## src/rtl/load_store_unit.sv

```systemverilog
// Memory stage behind the ALU: one data-memory transaction per request over a req/gnt/rvalid bus.
// Formats store lanes/strobes, extracts and extends load data, and flags misaligned/illegal/timeout.
//
// state  | meaning
// -------+---------------------------------------------------------------
// IDLE   | ready for a request; request is checked and latched on accept
// REQ    | mem_req asserted, bus fields held until mem_gnt
// WAIT   | load granted, waiting for mem_rvalid (bounded by TIMEOUT)
// RESP   | one-cycle resp_valid with resp_rdata/resp_err
module load_store_unit #(
  parameter int TIMEOUT = 64
) (
  input  logic        clk,
  input  logic        rst_n,
  input  logic        req_valid,
  output logic        req_ready,
  input  logic        req_is_store,
  input  logic [2:0]  req_funct3,
  input  logic [31:0] req_addr,
  input  logic [31:0] req_wdata,
  output logic        resp_valid,
  output logic [31:0] resp_rdata,
  output logic        resp_err,
  output logic        mem_req,
  output logic        mem_we,
  output logic [31:0] mem_addr,
  output logic [31:0] mem_wdata,
  output logic [3:0]  mem_wstrb,
  input  logic        mem_gnt,
  input  logic        mem_rvalid,
  input  logic [31:0] mem_rdata
);

  localparam int CW = $clog2(TIMEOUT + 1);

  typedef enum logic [1:0] {S_IDLE, S_REQ, S_WAIT, S_RESP} state_t;

  state_t        state, state_nxt;
  logic          is_store_q;
  logic [2:0]    funct3_q;
  logic [1:0]    lane_q;
  logic [CW-1:0] cnt;

  logic          acc_err;
  logic          illegal;
  logic          misalign;
  logic [31:0]   st_data;
  logic [3:0]    st_strb;
  logic [31:0]   ld_shift;
  logic [15:0]   ld_half;
  logic [31:0]   ld_data;
  logic          timed_out;

  assign req_ready  = (state == S_IDLE);
  assign mem_req    = (state == S_REQ);
  assign resp_valid = (state == S_RESP);
  assign timed_out  = (cnt == CW'(TIMEOUT - 1));

  // Request check and store-lane formatting, evaluated on the raw request in IDLE
  always_comb begin
    illegal  = 1'b0;
    misalign = 1'b0;
    st_data  = req_wdata;
    st_strb  = 4'b1111;
    if (req_is_store) begin
      illegal = (req_funct3 > 3'd2);
    end else begin
      illegal = (req_funct3 == 3'd3) || (req_funct3 == 3'd6) || (req_funct3 == 3'd7);
    end
    if (req_funct3[1:0] == 2'b01) begin
      misalign = req_addr[0];
    end else if (req_funct3[1:0] == 2'b10) begin
      misalign = |req_addr[1:0];
    end
    case (req_funct3[1:0])
      2'b00: begin
        st_data = {4{req_wdata[7:0]}};
        st_strb = 4'b0001 << req_addr[1:0];
      end
      2'b01: begin
        st_data = {2{req_wdata[15:0]}};
        st_strb = 4'b0011 << {req_addr[1], 1'b0};
      end
      default: begin
        st_data = req_wdata;
        st_strb = 4'b1111;
      end
    endcase
    acc_err = illegal || misalign;
  end

  always_comb begin
    ld_shift = mem_rdata >> {lane_q, 3'b000};
    ld_half  = lane_q[1] ? mem_rdata[31:16] : mem_rdata[15:0];
    case (funct3_q)
      3'd0:    ld_data = {{24{ld_shift[7]}}, ld_shift[7:0]};
      3'd1:    ld_data = {{16{ld_half[15]}}, ld_half};
      3'd4:    ld_data = {24'd0, ld_shift[7:0]};
      3'd5:    ld_data = {16'd0, ld_half};
      default: ld_data = mem_rdata;
    endcase
  end

  always_ff @(posedge clk or negedge rst_n) begin
    if (!rst_n) begin
      state <= S_IDLE;
    end else begin
      state <= state_nxt;
    end
  end

  always_comb begin
    state_nxt = state;
    case (state)
      S_IDLE: begin
        if (req_valid) begin
          state_nxt = acc_err ? S_RESP : S_REQ;
        end
      end
      S_REQ: begin
        if (mem_gnt) begin
          state_nxt = is_store_q ? S_RESP : S_WAIT;
        end
      end
      S_WAIT: begin
        if (mem_rvalid || timed_out) begin
          state_nxt = S_RESP;
        end
      end
      S_RESP:  state_nxt = S_IDLE;
      default: state_nxt = S_IDLE;
    endcase
  end

  always_ff @(posedge clk or negedge rst_n) begin
    if (!rst_n) begin
      is_store_q <= 1'b0;
      funct3_q   <= 3'd0;
      lane_q     <= 2'd0;
      cnt        <= '0;
      mem_we     <= 1'b0;
      mem_addr   <= 32'd0;
      mem_wdata  <= 32'd0;
      mem_wstrb  <= 4'd0;
      resp_rdata <= 32'd0;
      resp_err   <= 1'b0;
    end else begin
      case (state)
        S_IDLE: begin
          if (req_valid) begin
            is_store_q <= req_is_store;
            funct3_q   <= req_funct3;
            lane_q     <= req_addr[1:0];
            resp_err   <= acc_err;
            resp_rdata <= 32'd0;
            // Rejected requests never touch the bus, so leave its fields alone
            if (!acc_err) begin
              mem_addr  <= {req_addr[31:2], 2'b00};
              mem_we    <= req_is_store;
              mem_wdata <= st_data;
              mem_wstrb <= req_is_store ? st_strb : 4'b0000;
            end
          end
        end
        S_REQ: begin
          if (mem_gnt) begin
            mem_we    <= 1'b0;
            mem_wstrb <= 4'b0000;
            cnt       <= '0;
          end
        end
        S_WAIT: begin
          // rvalid on the timeout cycle still delivers data
          if (mem_rvalid) begin
            resp_rdata <= ld_data;
            resp_err   <= 1'b0;
          end else if (timed_out) begin
            resp_rdata <= 32'd0;
            resp_err   <= 1'b1;
          end else begin
            cnt <= cnt + CW'(1);
          end
        end
        default: ;
      endcase
    end
  end

endmodule

```

## config.mk

```make
export PLATFORM = sky130hd
export DESIGN_NAME = load_store_unit
export DESIGN_NICKNAME = d
export VERILOG_FILES = /design/src/rtl/load_store_unit.sv
export SDC_FILE = /design/constraint.sdc
export NUM_CORES = 1
export LEC_CHECK = 0
export ABC_AREA = 1
export BUFFER_PORTS_ARGS = -buffer_cell sky130_fd_sc_hd__buf_2
export CAP_MARGIN = 20
export CORE_ASPECT_RATIO = 1.25
export CORE_MARGIN = 4
export CORE_UTILIZATION = 45
export DETAILED_ROUTE_END_ITERATION = 12
export GPL_ROUTABILITY_DRIVEN = 0
export PLACE_DENSITY = 0.76
export SYNTH_ARGS = -nofsm -noshare
export SYNTH_HDL_FRONTEND = slang
export SYNTH_SLANG_ARGS = --single-unit
```

## constraint.sdc

```tcl
create_clock -name clk -period 1.5 [get_ports clk]
set_input_delay 0.075 -clock clk [delete_from_list [all_inputs] [get_ports clk]]
set_output_delay 0.075 -clock clk [all_outputs]
set_load 0.05 [all_outputs]
```

==> results of run 1 <==
[path summary, 6_finish.rpt]
path	slack (ns)	end	startpoint
setup / recovery	-0.15	cnt[5]$_DFFE_PN0P_	state[1]$_DFFE_PN0P_
hold / removal	0.01	funct3_q[0]$_DFFE_PN0P_	req_funct3[0]
setup reg to reg	-0.15	cnt[5]$_DFFE_PN0P_	state[1]$_DFFE_PN0P_
hold reg to reg	0.47	mem_wstrb[2]$_DFFE_PN0P_	mem_wstrb[2]$_DFFE_PN0P_
max in group asynchronous	0.70	is_store_q$_DFFE_PN0P_	rst_n
min in group asynchronous	0.25	mem_wdata[11]$_DFFE_PN0P_	rst_n
[per-stage QoR]
step / util [%] / area, um2 / instances / hold WS (ns)
5_1_grt: 70.74 / 9080 / 1234 / 0.01207
3_3_place_gp: 57.37 / 7363 / 1127 / 0.2126
2_1_floorplan: - / 6081 / 758 / -0.2206
3_5_place_dp: 57.37 / 7363 / 1127 / 0.2150
4_1_cts: 68.71 / 8818 / 1224 / 0.003463
6_report: 70.74 / 9080 / 1234 / 0.01294
[per-layer routing]
layer | routed length [um] | vias up | share of wire [%] | GRT usage [%]
met5 | 0 | - | 0 | 0
met4 | 823 | 0 | 4.1 | 12.73
met3 | 1526 | 59 | 7.6 | 6.944
met2 | 10220 | 320 | 51 | 44.47
met1 | 7447 | 2994 | 37 | 28.78
li1 | - | 3031 | - | -
[layout by cell type, fill, tap and decap left out, types with 4 or more instances in the layout]
cell type and instances:
nand2_1 260, dfrtp_1 115, nand3_1 38, nor2_4 5
or2_0 4, inv_1 35, nand2_4 13, clkinvlp_4 4
buf_6 9, buf_4 37, a21oi_1 15, buf_12 8
o21ai_1 54, nor2_1 17, or2_2 6, nand3_2 19
inv_2 9, dlygate4sd3_1 51, inv_6 6, o211ai_1 12
buf_2 204, nand2_2 27, o21a_1 8, nor3_1 4
o21ai_2 9, o21ai_0 40, clkbuf_16 19
[registers in the layout, indices dropped and copies added, names as in the netlist]
name / flops
mem_wdata: 32
resp_rdata: 32
mem_addr: 30
cnt: 7
mem_wstrb: 4
funct3_q: 3
lane_q: 2
state: 2
is_store_q: 1
mem_we: 1
resp_err: 1
[cells by family after synthesis]
family	count (synthesis)
xor gates and xnor gates	1
buffers and inverters	92
and+or+nand+nor	401
adders and majority gates	6
other	1
AOI/OAI and AO/OA	141
DFF	115
[power breakdown]
| group | leakage [nW] | internal, mW | switching, mW |
|---|---|---|---|
| registers | 1.49 | 4.35 | 0.785 |
| logic | 2.99 | 3.87 | 8.61 |
| clock network | 0.290 | 2.68 | 1.59 |
| total | 4.76 | 10.9 | 11.0 |
[what timing repair did]
item	4_1_cts	5_1_grt
hold endpoints to repair	165	0
gates cloned	3	3
hold buffers	51	0
endpoints found under the setup margin	103	111
pin swaps	6	11
setup buffers	11	8
resized for setup	46	38
[worst max-delay path: cells and delay by family, from the launching register on]
kind	cells	cell delay, ns
simple gates	5	0.56
compound gates	1	0.12
flops	1	0.41
buf+inv	3	0.32
fa+ha+maj	1	0.17
[layout make-up]
cell class                      count  area (um2)  area share (%)
Inverter                           49       206.4           2.274
Tap cell                          168       210.2           2.315
Clock inverter                     14       177.7           1.957
Sequential cell                   115        2878           31.69
Clock buffer                       18       439.2           4.837
Multi-Input combinational cell    553        2920           32.16
Timing Repair Buffer              317        2248           24.76
==> impl_results.html, run 1 <==
<table>
<tr><th>Metric</th><th>Value</th></tr>
<tr><th colspan="2">CTS</th></tr>
<tr><td>Source-to-sink clock delay at the later pin of the worst-skew pair</td><td>0.42 ns</td></tr>
<tr><td>Clock sink total</td><td>115</td></tr>
<tr><td>Clock Tree Buf Depth</td><td>2</td></tr>
<tr><td>Clk root buf</td><td>clkbuf_16</td></tr>
<tr><td>CTS H-tree lvls</td><td>4</td></tr>
<tr><td>Clock input transition at the sequential cells of the worst setup and hold paths</td><td>0.06 ns</td></tr>
<tr><td>CTS tree</td><td>yes</td></tr>
<tr><td>Inserted Clock Buffers</td><td>17</td></tr>
<tr><th colspan="2">Synthesis</th></tr>
<tr><td>Number of distinct library cells after synthesis</td><td>38</td></tr>
<tr><td>Portion of the post-synthesis area used by sequential elements</td><td>48.23%</td></tr>
<tr><td>Post-synth top area cell</td><td>dfrtp_1</td></tr>
<tr><td>Area share of fa/ha/maj cells after synthesis</td><td>1.258%</td></tr>
<tr><td>Mean Syn Cell Area</td><td>7.882 um2</td></tr>
<tr><td>Register bit total from synthesis</td><td>115</td></tr>
<tr><td>Largest cells by area after synthesis</td><td>dfrtp_1, nand2_1, o21ai_1</td></tr>
<tr><td>Area of the mapped netlist</td><td>5967 um2</td></tr>
<tr><td>Simple-gate share of the synthesized area</td><td>29.13%</td></tr>
<tr><td>Top_reg_cell synth</td><td>dfrtp_1</td></tr>
<tr><td>Multiplexer area fraction after synthesis</td><td>0%</td></tr>
<tr><td>Number of standard cells after synthesis</td><td>757</td></tr>
<tr><td>Post-synth EDFFs</td><td>0</td></tr>
<tr><td>Xor/xnor share of the synthesized area</td><td>0.1468%</td></tr>
<tr><td>Most numerous cell in the Yosys netlist</td><td>nand2_1</td></tr>
<tr><td>Async S/R FF share, synth</td><td>100.0%</td></tr>
<tr><td>Most common library cells after synthesis</td><td>nand2_1, dfrtp_1, o21ai_1, nand3_1, o21ai_0</td></tr>
<tr><td>Fraction of post-synthesis cell area in the top cell type by area</td><td>48.23%</td></tr>
<tr><td>Complex-gate fraction of the synthesized area</td><td>13.38%</td></tr>
<tr><td>Syn. warnings</td><td>0</td></tr>
<tr><td>Main combinational cell family by area after synthesis</td><td>simple AND/OR/NAND/NOR gates</td></tr>
<tr><th colspan="2">Critical path</th></tr>
<tr><td>Critical Path Slowest Stage Cell</td><td>dfrtp_1</td></tr>
<tr><td>Crit-path max cell delay</td><td>0.41 ns</td></tr>
<tr><td>Crit Path Max Fanout</td><td>7</td></tr>
<tr><td>Class of the most critical setup path</td><td>reg2reg</td></tr>
<tr><td>Cells along the critical path</td><td>buf_6 -&gt; ha_4 -&gt; buf_12 -&gt; nand2_8 -&gt; inv_8 -&gt; nor2_4 -&gt; nand2_4 -&gt; o21ai_2 -&gt; nand2_1 -&gt; nor2_1</td></tr>
<tr><td>Critical Path End Type</td><td>flip-flop</td></tr>
<tr><td>Number of cells on the worst reg-to-reg path</td><td>10</td></tr>
<tr><td>Worst EP required</td><td>1.84 ns</td></tr>
<tr><td>Element type at the critical path start</td><td>flip-flop</td></tr>
<tr><td>Critical Path AT</td><td>1.98 ns</td></tr>
<tr><th colspan="2">Hold path</th></tr>
<tr><td>Path type of the worst min-delay path</td><td>in2reg</td></tr>
<tr><td>Hold Path Stages</td><td>3</td></tr>
<tr><th colspan="2">Run</th></tr>
<tr><td>Number of maximum-capacitance violations</td><td>0</td></tr>
<tr><th colspan="2">Timing</th></tr>
<tr><td>Highest clock frequency the design can meet</td><td>0.6079 GHz</td></tr>
<tr><td>Total Neg Setup Slack</td><td>-5.554 ns</td></tr>
<tr><td>Worst Tran Pin Value</td><td>0.6614 ns</td></tr>
<tr><td>RSZ-0062 raised after global routing</td><td>yes</td></tr>
<tr><td>Count of endpoints failing setup in the final report</td><td>96</td></tr>
<tr><td>Normalized max-slew margin</td><td>55.91%</td></tr>
<tr><td>Part of the cycle the worst path needs</td><td>109.7%</td></tr>
<tr><td>Post-route worst setup slack</td><td>-0.1450 ns</td></tr>
<tr><td>Slew Viols, Final</td><td>0</td></tr>
<tr><td>Fin crit period</td><td>1.645 ns</td></tr>
<tr><td>Final hold vios</td><td>0</td></tr>
<tr><td>Worst clock skew on the final layout</td><td>0.01095 ns</td></tr>
<tr><th colspan="2">Floorplanning</th></tr>
<tr><td>Width of the chip</td><td>111.0 um</td></tr>
<tr><td>Vert. Die Dim</td><td>136.7 um</td></tr>
<tr><td>Total Die Area</td><td>15180 um2</td></tr>
<tr><td>Initial core utilization</td><td>46.49%</td></tr>
<tr><td>Number of primary I/O pins</td><td>210</td></tr>
<tr><td># rows</td><td>46</td></tr>
<tr><td>Floorplan Core Area</td><td>12830 um2</td></tr>
<tr><th colspan="2">Power</th></tr>
<tr><td>Leakage</td><td>4.763 nW</td></tr>
<tr><td>Post-route total power</td><td>21.88 mW</td></tr>
<tr><td>Total power divided by cell area</td><td>2410 nW/um2</td></tr>
<tr><td>Highest ir drop seen on vdd</td><td>0.001490 V</td></tr>
<tr><th colspan="2">Detailed routing</th></tr>
<tr><td>Wire length after detailed routing</td><td>20.02 mm</td></tr>
<tr><td>Number of design-rule violations left by the first detailed-router iteration</td><td>307</td></tr>
<tr><td>Number of detailed-routing iterations run before antenna repair</td><td>5</td></tr>
<tr><td>DRC violations left</td><td>0</td></tr>
<tr><td>Average wire per cell in the routed design</td><td>16.22 um</td></tr>
<tr><td>Overall via count from detail_route</td><td>6404</td></tr>
<tr><td>Number of nets with antenna violations after detailed routing</td><td>0</td></tr>
<tr><td>Via density per instance</td><td>5.190</td></tr>
<tr><th colspan="2">Placed design</th></tr>
<tr><td>Total of buffers placed on input and output ports</td><td>207</td></tr>
<tr><td>Post-placement worst setup slack</td><td>-0.3106 ns</td></tr>
<tr><td>HPWL Detailed</td><td>12.36 mm</td></tr>
<tr><th colspan="2">Final layout</th></tr>
<tr><td>Synthesis-to-layout area growth</td><td>52.17%</td></tr>
<tr><td>Total inserted antenna cells</td><td>0</td></tr>
<tr><td>Layout filler cell count</td><td>953</td></tr>
<tr><td>Share of cells above drive strength 1</td><td>37.80%</td></tr>
<tr><td>Net total in the final layout</td><td>1164</td></tr>
<tr><th colspan="2">GRT</th></tr>
<tr><td>Vias in the first global route</td><td>6356</td></tr>
<tr><td>Final global-route overflow total</td><td>0</td></tr>
<tr><td>Antenna violations before repair</td><td>0</td></tr>
<tr><td>GRT Util Overall</td><td>25.45%</td></tr>
<tr><td>First-pass GRT wire length</td><td>30.88 mm</td></tr>
<tr><td>Largest net degree at the start of global routing</td><td>116</td></tr>
<tr><th colspan="2">Status</th></tr>
<tr><td>Violations in the final reports</td><td>setup timing</td></tr>
<tr><td>Outcome</td><td>finished, violations left</td></tr>
</table>
No activity file was read; power rests on OpenSTA's default activity.
==> run 2, diff against run 1 <==
--- a/config.mk
+++ b/config.mk
@@ -8,7 +8,7 @@
 export ABC_AREA = 1
 export BUFFER_PORTS_ARGS = -buffer_cell sky130_fd_sc_hd__buf_2
 export CAP_MARGIN = 20
-export CORE_ASPECT_RATIO = 1.25
+export CORE_ASPECT_RATIO = 1.75
 export CORE_MARGIN = 4
 export CORE_UTILIZATION = 45
 export DETAILED_ROUTE_END_ITERATION = 12
==> impl_results.html, run 2 (synthesized netlist as in run 1, its figures left out) <==
<table>
<tr><th>Metric</th><th>Value</th></tr>
<tr><th colspan="2">Timing</th></tr>
<tr><td>Worst hold slack</td><td>0.01244 ns (-0.0004992 ns)</td></tr>
<tr><td>Final hold vios</td><td>0 (unchanged)</td></tr>
<tr><td>Slew Viols, Final</td><td>0 (unchanged)</td></tr>
<tr><td>Fin crit period</td><td>1.633 ns (-0.01239 ns)</td></tr>
<tr><td>Post-route worst setup slack</td><td>-0.1326 ns (+0.01239 ns)</td></tr>
<tr><td>Total Neg Setup Slack</td><td>-4.541 ns (+1.013 ns)</td></tr>
<tr><td>Highest clock frequency the design can meet</td><td>0.6125 GHz (+0.76%)</td></tr>
<tr><td>Worst clock skew on the final layout</td><td>0.01380 ns (+0.002855 ns)</td></tr>
<tr><td>Part of the cycle the worst path needs</td><td>108.8% (-0.83 points)</td></tr>
<tr><td>Normalized max-slew margin</td><td>59.54% (+3.6 points)</td></tr>
<tr><td>Count of endpoints failing setup in the final report</td><td>84 (-13%)</td></tr>
<tr><td>Worst Tran Pin Value</td><td>0.6068 ns (-0.05453 ns)</td></tr>
<tr><td>RSZ-0062 raised after global routing</td><td>yes</td></tr>
<tr><th colspan="2">Final layout</th></tr>
<tr><td>Synthesis-to-layout area growth</td><td>49.88%</td></tr>
<tr><td>Post-route cell area</td><td>8944 um2 (-1.5%)</td></tr>
<tr><td>Top flop regs</td><td>mem_wdata x32, resp_rdata x32, mem_addr x30</td></tr>
<tr><td>Share of cells above drive strength 1</td><td>36.12% (-1.7 points)</td></tr>
<tr><td>Net total in the final layout</td><td>1161 (-0.26%)</td></tr>
<tr><td>Layout filler cell count</td><td>1033 (+8.4%)</td></tr>
<tr><td>Total inserted antenna cells</td><td>0 (unchanged)</td></tr>
<tr><td>Final cell count without fillers</td><td>1234 (unchanged)</td></tr>
<tr><td>Leading cell type in the layout, fill and taps excluded</td><td>nand2_1</td></tr>
<tr><td>Most frequent cells in the layout</td><td>nand2_1, buf_2, dfrtp_1</td></tr>
<tr><th colspan="2">CTS</th></tr>
<tr><td>Source-to-sink clock delay at the later pin of the worst-skew pair</td><td>0.41 ns (about the same)</td></tr>
<tr><td>Clock input transition at the sequential cells of the worst setup and hold paths</td><td>0.06 ns (about the same)</td></tr>
<tr><td>CTS H-tree lvls</td><td>4 (unchanged)</td></tr>
<tr><td>Clock sink total</td><td>115 (unchanged)</td></tr>
<tr><td>Clock Tree Buf Depth</td><td>2 (unchanged)</td></tr>
<tr><td>CTS tree</td><td>yes</td></tr>
<tr><td>Inserted Clock Buffers</td><td>17 (unchanged)</td></tr>
<tr><td>Clk root buf</td><td>clkbuf_16</td></tr>
<tr><th colspan="2">Floorplanning</th></tr>
<tr><td>Initial core utilization</td><td>46.12% (-0.37 points)</td></tr>
<tr><td>Floorplan Core Area</td><td>12940 um2 (+0.80%)</td></tr>
<tr><td>Number of primary I/O pins</td><td>210 (unchanged)</td></tr>
<tr><td># rows</td><td>55 (+20%)</td></tr>
<tr><td>Width of the chip</td><td>95.05 um (-14%)</td></tr>
<tr><td>Vert. Die Dim</td><td>160.3 um (+17%)</td></tr>
<tr><td>Total Die Area</td><td>15240 um2 (+0.40%)</td></tr>
<tr><th colspan="2">Placed design</th></tr>
<tr><td>Inst Count DP</td><td>1128 (+0.089%)</td></tr>
<tr><td>Total of buffers placed on input and output ports</td><td>207 (unchanged)</td></tr>
<tr><td>HPWL Detailed</td><td>12.83 mm (+3.8%)</td></tr>
<tr><td>Placed cell areas</td><td>7327 um2 (-0.49%)</td></tr>
<tr><th colspan="2">Run</th></tr>
<tr><td>Number of maximum-capacitance violations</td><td>0 (unchanged)</td></tr>
<tr><th colspan="2">GRT</th></tr>
<tr><td>Vias in the first global route</td><td>6502 (+2.3%)</td></tr>
<tr><td>Antenna violations before repair</td><td>0 (unchanged)</td></tr>
<tr><td>GRT Util Overall</td><td>26.19% (+0.74 points)</td></tr>
<tr><td>Final global-route overflow total</td><td>0 (unchanged)</td></tr>
<tr><td>Largest net degree at the start of global routing</td><td>116 (unchanged)</td></tr>
<tr><td>First-pass GRT wire length</td><td>31.35 mm (+1.5%)</td></tr>
<tr><th colspan="2">Critical path</th></tr>
<tr><td>Crit-path max cell delay</td><td>0.38 ns (-0.03 ns)</td></tr>
<tr><td>Critical Path Slowest Stage Cell</td><td>dfrtp_1</td></tr>
<tr><td>Class of the most critical setup path</td><td>reg2reg</td></tr>
<tr><td>Critical Path AT</td><td>1.92 ns (-0.06 ns)</td></tr>
<tr><td>Crit Path Max Fanout</td><td>7 (unchanged)</td></tr>
<tr><td>Number of cells on the worst reg-to-reg path</td><td>11 (+1)</td></tr>
<tr><td>Critical Path End Type</td><td>flip-flop</td></tr>
<tr><td>Element type at the critical path start</td><td>flip-flop</td></tr>
<tr><td>Cells along the critical path</td><td>inv_2 -&gt; ha_4 -&gt; inv_4 -&gt; or2_4 -&gt; nand2_4 -&gt; buf_6 -&gt; a21oi_4 -&gt; inv_6 -&gt; buf_6 -&gt; nand2_1 -&gt; nand2_1</td></tr>
<tr><td>Worst EP required</td><td>1.79 ns (-0.05 ns)</td></tr>
<tr><th colspan="2">Detailed routing</th></tr>
<tr><td>Average wire per cell in the routed design</td><td>15.88 um (-2.1%)</td></tr>
<tr><td>DRC violations left</td><td>0 (unchanged)</td></tr>
<tr><td>Via density per instance</td><td>5.163 (-0.52%)</td></tr>
<tr><td>Wire length after detailed routing</td><td>19.59 mm (-2.1%)</td></tr>
<tr><td>Overall via count from detail_route</td><td>6371 (-0.52%)</td></tr>
<tr><td>Number of detailed-routing iterations run before antenna repair</td><td>5 (unchanged)</td></tr>
<tr><td>Number of design-rule violations left by the first detailed-router iteration</td><td>305 (-0.65%)</td></tr>
<tr><td>Number of nets with antenna violations after detailed routing</td><td>0 (unchanged)</td></tr>
<tr><th colspan="2">Power</th></tr>
<tr><td>Highest ir drop seen on vdd</td><td>0.001363 V (-8.5%)</td></tr>
<tr><td>Total power divided by cell area</td><td>2378 nW/um2 (-1.3%)</td></tr>
<tr><td>Leakage</td><td>4.713 nW (-1.0%)</td></tr>
<tr><th colspan="2">Status</th></tr>
<tr><td>Violations in the final reports</td><td>setup timing</td></tr>
<tr><td>Outcome</td><td>finished, violations left</td></tr>
<tr><th colspan="2">Hold path</th></tr>
<tr><td>Hold Path Stages</td><td>5 (+2)</td></tr>
<tr><td>Path type of the worst min-delay path</td><td>in2reg</td></tr>
</table>
run 2: per-layer routing:
| layer | vias to the layer above | track usage, % | wire length (um) |
|---|---|---|---|
| li1 | 3028 | - | - |
| met1 | 3008 | 26.95 | 6610 |
| met2 | 267 | 48.28 | 10900 |
| met3 | 68 | 5.295 | 1140 |
| met4 | 0 | 13.60 | 946 |
| met5 | - | 0 | 0 |
run 2: power by group:
group	internal (mW)	switching [mW]	total, mW
registers	4.35	0.761	5.11
clock network	2.67	1.53	4.20
logic	3.56	8.40	12.0
total	10.6	10.7	21.3
run 2: area by class of cell:
class | instances | area [um2] | share of cell area (%)
Multi-Input combinational cell | 553 | 2853 | 31.90
Clock inverter | 14 | 177.7 | 1.987
Tap cell | 171 | 214.0 | 2.392
Sequential cell | 115 | 2878 | 32.18
Clock buffer | 18 | 439.2 | 4.910
Timing Repair Buffer | 314 | 2181 | 24.38
Inverter | 49 | 201.4 | 2.252
run 2: worst max-delay path: cells and delay by family (launching register included):
kind / cells / cell delay (ns)
AND/OR/NAND/NOR: 4 / 0.30
buffers and inverters: 5 / 0.49
adder cells (fa/ha/maj): 1 / 0.17
flip-flops: 1 / 0.38
AO/OA/AOI/OAI: 1 / 0.17
run 2: timing repair:
| action | CTS | global route |
|---|---|---|
| endpoints found under the setup margin | 63 | 113 |
| pin swaps | 12 | 4 |
| gates cloned | 5 | 1 |
| hold endpoints to repair | 168 | 0 |
| setup buffers | 11 | 4 |
| hold buffers | 54 | 0 |
| gates resized for setup | 44 | 28 |
run 2: path summary, 6_finish.rpt:
path / startpoint / endpoint / slack (ns)
max in group asynchronous: rst_n / lane_q[1]$_DFFE_PN0P_ / 0.75
min in group asynchronous: rst_n / resp_rdata[26]$_DFFE_PN0P_ / 0.30
worst max register to register: state[1]$_DFFE_PN0P_ / resp_rdata[21]$_DFFE_PN0P_ / -0.13
worst min register to register: resp_rdata[9]$_DFFE_PN0P_ / resp_rdata[9]$_DFFE_PN0P_ / 0.46
worst max-delay path: state[1]$_DFFE_PN0P_ / resp_rdata[21]$_DFFE_PN0P_ / -0.13
worst min-delay path: mem_rdata[30] / resp_rdata[30]$_DFFE_PN0P_ / 0.01
run 2: metrics by stage:
| stage | total power, mW | util (%) | setup WS (ns) |
|---|---|---|---|
| 2_1_floorplan | 13.05 | - | -0.1420 |
| 3_3_place_gp | 15.45 | 56.63 | -0.2355 |
| 3_5_place_dp | 15.60 | 56.63 | -0.2900 |
| 4_1_cts | 21.00 | 68.33 | -0.08487 |
| 5_1_grt | 22.38 | 69.13 | -0.2019 |
| 6_report | 21.27 | 69.13 | -0.1326 |
==> run 3, diff against run 2 <==
--- a/config.mk
+++ b/config.mk
@@ -8,12 +8,13 @@
 export ABC_AREA = 1
 export BUFFER_PORTS_ARGS = -buffer_cell sky130_fd_sc_hd__buf_2
 export CAP_MARGIN = 20
-export CORE_ASPECT_RATIO = 1.75
 export CORE_MARGIN = 4
 export CORE_UTILIZATION = 45
 export DETAILED_ROUTE_END_ITERATION = 12
 export GPL_ROUTABILITY_DRIVEN = 0
 export PLACE_DENSITY = 0.76
+export RECOVER_POWER = 50
+export SLEW_MARGIN = 20
 export SYNTH_ARGS = -nofsm -noshare
 export SYNTH_HDL_FRONTEND = slang
 export SYNTH_SLANG_ARGS = --single-unit
==> impl_results.html, run 3 (synthesized netlist as in run 1, its figures left out) <==
<table>
<tr><th>Metric</th><th>Value</th></tr>
<tr><th colspan="2">Final layout</th></tr>
<tr><td>Leading cell type in the layout, fill and taps excluded</td><td>nand2_1</td></tr>
<tr><td>Layout filler cell count</td><td>957 (-7.4%)</td></tr>
<tr><td>Total inserted antenna cells</td><td>0 (unchanged)</td></tr>
<tr><td>Net total in the final layout</td><td>1170 (+0.78%)</td></tr>
<tr><td>Top flop regs</td><td>mem_wdata x32, resp_rdata x32, mem_addr x30</td></tr>
<tr><td>Share of cells above drive strength 1</td><td>37.59% (+1.5 points)</td></tr>
<tr><td>Most frequent cells in the layout</td><td>nand2_1, buf_2, dfrtp_1</td></tr>
<tr><td>Final cell count without fillers</td><td>1244 (+0.81%)</td></tr>
<tr><td>Synthesis-to-layout area growth</td><td>51.35%</td></tr>
<tr><td>Sequential Area</td><td>2878 um2 (unchanged)</td></tr>
<tr><td>Area occupied by multi-input gates</td><td>2913 um2 (+2.1%)</td></tr>
<tr><th colspan="2">Power</th></tr>
<tr><td>Leakage</td><td>4.770 nW (+1.2%)</td></tr>
<tr><td>Post-route total power</td><td>21.11 mW (-0.74%)</td></tr>
<tr><td>Highest ir drop seen on vdd</td><td>0.001559 V (+14%)</td></tr>
<tr><td>Total power divided by cell area</td><td>2338 nW/um2 (-1.7%)</td></tr>
<tr><th colspan="2">Timing</th></tr>
<tr><td>Part of the cycle the worst path needs</td><td>110.9% (+2.1 points)</td></tr>
<tr><td>Highest clock frequency the design can meet</td><td>0.6010 GHz (-1.9%)</td></tr>
<tr><td>RSZ-0062 raised after global routing</td><td>yes</td></tr>
<tr><td>Final hold vios</td><td>0 (unchanged)</td></tr>
<tr><td>Worst clock skew on the final layout</td><td>0.008510 ns (-0.005293 ns)</td></tr>
<tr><td>Post-route worst setup slack</td><td>-0.1639 ns (-0.03124 ns)</td></tr>
<tr><td>Worst Tran Pin Value</td><td>0.6311 ns (+0.02423 ns)</td></tr>
<tr><td>Fin crit period</td><td>1.664 ns (+0.03124 ns)</td></tr>
<tr><td>Count of endpoints failing setup in the final report</td><td>102 (+21%)</td></tr>
<tr><td>Slew Viols, Final</td><td>0 (unchanged)</td></tr>
<tr><td>Normalized max-slew margin</td><td>57.93% (-1.6 points)</td></tr>
<tr><th colspan="2">Floorplanning</th></tr>
<tr><td>Floorplan Core Area</td><td>12820 um2 (-0.87%)</td></tr>
<tr><td># rows</td><td>41 (-25%)</td></tr>
<tr><td>Width of the chip</td><td>123.2 um (+30%)</td></tr>
<tr><td>Total Die Area</td><td>15170 um2 (-0.48%)</td></tr>
<tr><td>Vert. Die Dim</td><td>123.2 um (-23%)</td></tr>
<tr><td>Initial core utilization</td><td>46.53% (+0.40 points)</td></tr>
<tr><td>Number of primary I/O pins</td><td>210 (unchanged)</td></tr>
<tr><th colspan="2">CTS</th></tr>
<tr><td>CTS H-tree lvls</td><td>4 (unchanged)</td></tr>
<tr><td>Clock sink total</td><td>115 (unchanged)</td></tr>
<tr><td>Inserted Clock Buffers</td><td>17 (unchanged)</td></tr>
<tr><td>Clock Tree Buf Depth</td><td>2 (unchanged)</td></tr>
<tr><td>CTS tree</td><td>yes</td></tr>
<tr><td>Source-to-sink clock delay at the later pin of the worst-skew pair</td><td>0.42 ns (about the same)</td></tr>
<tr><td>Clk root buf</td><td>clkbuf_16</td></tr>
<tr><td>Clock input transition at the sequential cells of the worst setup and hold paths</td><td>0.05 ns (about the same)</td></tr>
<tr><th colspan="2">GRT</th></tr>
<tr><td>First-pass GRT wire length</td><td>30.96 mm (-1.2%)</td></tr>
<tr><td>GRT Util Overall</td><td>26.26% (+0.070 points)</td></tr>
<tr><td>Final global-route overflow total</td><td>0 (unchanged)</td></tr>
<tr><td>Largest net degree at the start of global routing</td><td>57 (-51%)</td></tr>
<tr><td>Vias in the first global route</td><td>6303 (-3.1%)</td></tr>
<tr><td>Antenna violations before repair</td><td>0 (unchanged)</td></tr>
<tr><th colspan="2">Detailed routing</th></tr>
<tr><td>Average wire per cell in the routed design</td><td>16.55 um (+4.2%)</td></tr>
<tr><td>Number of nets with antenna violations after detailed routing</td><td>0 (unchanged)</td></tr>
<tr><td>Number of design-rule violations left by the first detailed-router iteration</td><td>437 (+43%)</td></tr>
<tr><td>Number of detailed-routing iterations run before antenna repair</td><td>5 (unchanged)</td></tr>
<tr><td>Via density per instance</td><td>5.201 (+0.74%)</td></tr>
<tr><td>Wire length after detailed routing</td><td>20.58 mm (+5.0%)</td></tr>
<tr><td>Overall via count from detail_route</td><td>6470 (+1.6%)</td></tr>
<tr><td>DRC violations left</td><td>0 (unchanged)</td></tr>
<tr><th colspan="2">Status</th></tr>
<tr><td>Violations in the final reports</td><td>setup timing</td></tr>
<tr><td>Outcome</td><td>finished, violations left</td></tr>
<tr><th colspan="2">Placed design</th></tr>
<tr><td>Total of buffers placed on input and output ports</td><td>207 (unchanged)</td></tr>
<tr><td>Inst Count DP</td><td>1136 (+0.71%)</td></tr>
<tr><td>HPWL Detailed</td><td>12.61 mm (-1.7%)</td></tr>
<tr><th colspan="2">Hold path</th></tr>
<tr><td>Path type of the worst min-delay path</td><td>in2reg</td></tr>
<tr><th colspan="2">Critical path</th></tr>
<tr><td>Critical Path Slowest Stage Cell</td><td>dfrtp_1</td></tr>
<tr><td>Critical Path AT</td><td>1.97 ns (+0.05 ns)</td></tr>
<tr><td>Cells along the critical path</td><td>inv_2 -&gt; ha_4 -&gt; buf_4 -&gt; buf_6 -&gt; nand2_8 -&gt; nor2_4 -&gt; buf_12 -&gt; buf_16 -&gt; nand3_2 -&gt; o21a_1</td></tr>
<tr><td>Crit Path Max Fanout</td><td>7 (unchanged)</td></tr>
<tr><td>Worst EP required</td><td>1.81 ns (+0.02 ns)</td></tr>
<tr><td>Element type at the critical path start</td><td>flip-flop</td></tr>
<tr><td>Critical Path End Type</td><td>flip-flop</td></tr>
<tr><td>Class of the most critical setup path</td><td>reg2reg</td></tr>
<tr><td>Crit-path max cell delay</td><td>0.39 ns (about the same)</td></tr>
<tr><th colspan="2">Run</th></tr>
<tr><td>Number of maximum-capacitance violations</td><td>0 (unchanged)</td></tr>
</table>
run 3: layout make-up:
type                    instances  area share [%]
multi-input cells             553           32.25
flip-flops and latches        115           31.86
repair buffers                323           25.02
clock buffers                  22           5.140
well taps                     172           2.383
inverters                      49           2.147
clock inverters                10           1.191
run 3: worst paths after layout:
path | startpoint | end | slack, ns | depth (start not counted)
worst max-delay path | state[0]$_DFFE_PN0P_ | mem_wdata[18]$_DFFE_PN0P_ | -0.16 | 10
worst min-delay path | req_funct3[2] | funct3_q[2]$_DFFE_PN0P_ | 0.004 | 3
worst max register to register | state[0]$_DFFE_PN0P_ | mem_wdata[18]$_DFFE_PN0P_ | -0.16 | 10
worst min register to register | resp_rdata[27]$_DFFE_PN0P_ | resp_rdata[27]$_DFFE_PN0P_ | 0.47 | 2
max in group asynchronous | rst_n | mem_addr[12]$_DFFE_PN0P_ | 0.20 | 3
min in group asynchronous | rst_n | cnt[0]$_DFFE_PN0P_ | 0.21 | 2
run 3: timing repair:
item | 4_1_cts | 5_1_grt
buffers inserted | 14 | 7
gates cloned | 3 | 4
resized for setup | 24 | 53
endpoints found under the setup margin | 98 | 113
hold buffers | 49 | 0
endpoints found under the hold margin | 163 | 0
pin swaps | 5 | 8
run 3: critical path: cells and delay by family, from the launching register on:
kind	cells	cell delay, ns
flip-flops	1	0.39
buffers and inverters	5	0.62
adder cells (fa/ha/maj)	1	0.14
AND/OR/NAND/NOR	3	0.29
AO/OA/AOI/OAI	1	0.10
run 3: metal layers:
metal / GRT usage [%] / vias up / share of wire, %
li1: - / 3037 / -
met2: 43.15 / 368 / 49
met1: 32.36 / 3004 / 38
met3: 7.319 / 61 / 9.4
met5: 0 / - / 0
met4: 11.42 / 0 / 2.9
run 3: per-stage QoR:
| step | instance area, um2 | hold slack [ns] | utilization [%] | setup TNS (ns) | worst slack (ns) |
|---|---|---|---|---|---|
| CTS | 8748 | 0.0002062 | 68.21 | -2.179 | -0.08466 |
| detailed placement | 7406 | -0.06030 | 57.75 | -13.59 | -0.2719 |
| finish | 9031 | 0.004457 | 70.42 | -9.544 | -0.1639 |
| global route | 9031 | 0.01769 | 70.42 | -20.92 | -0.2418 |
| floorplan | 6081 | -0.2206 | - | -4.820 | -0.1420 |
| global placement | 7406 | -0.05728 | 57.75 | -9.724 | -0.2340 |
run 3: power by group:
group	total (mW)	switching [mW]	internal (mW)
clock network	3.93	1.42	2.51
registers	5.14	0.790	4.35
logic	12.0	8.39	3.65
total	21.1	10.6	10.5
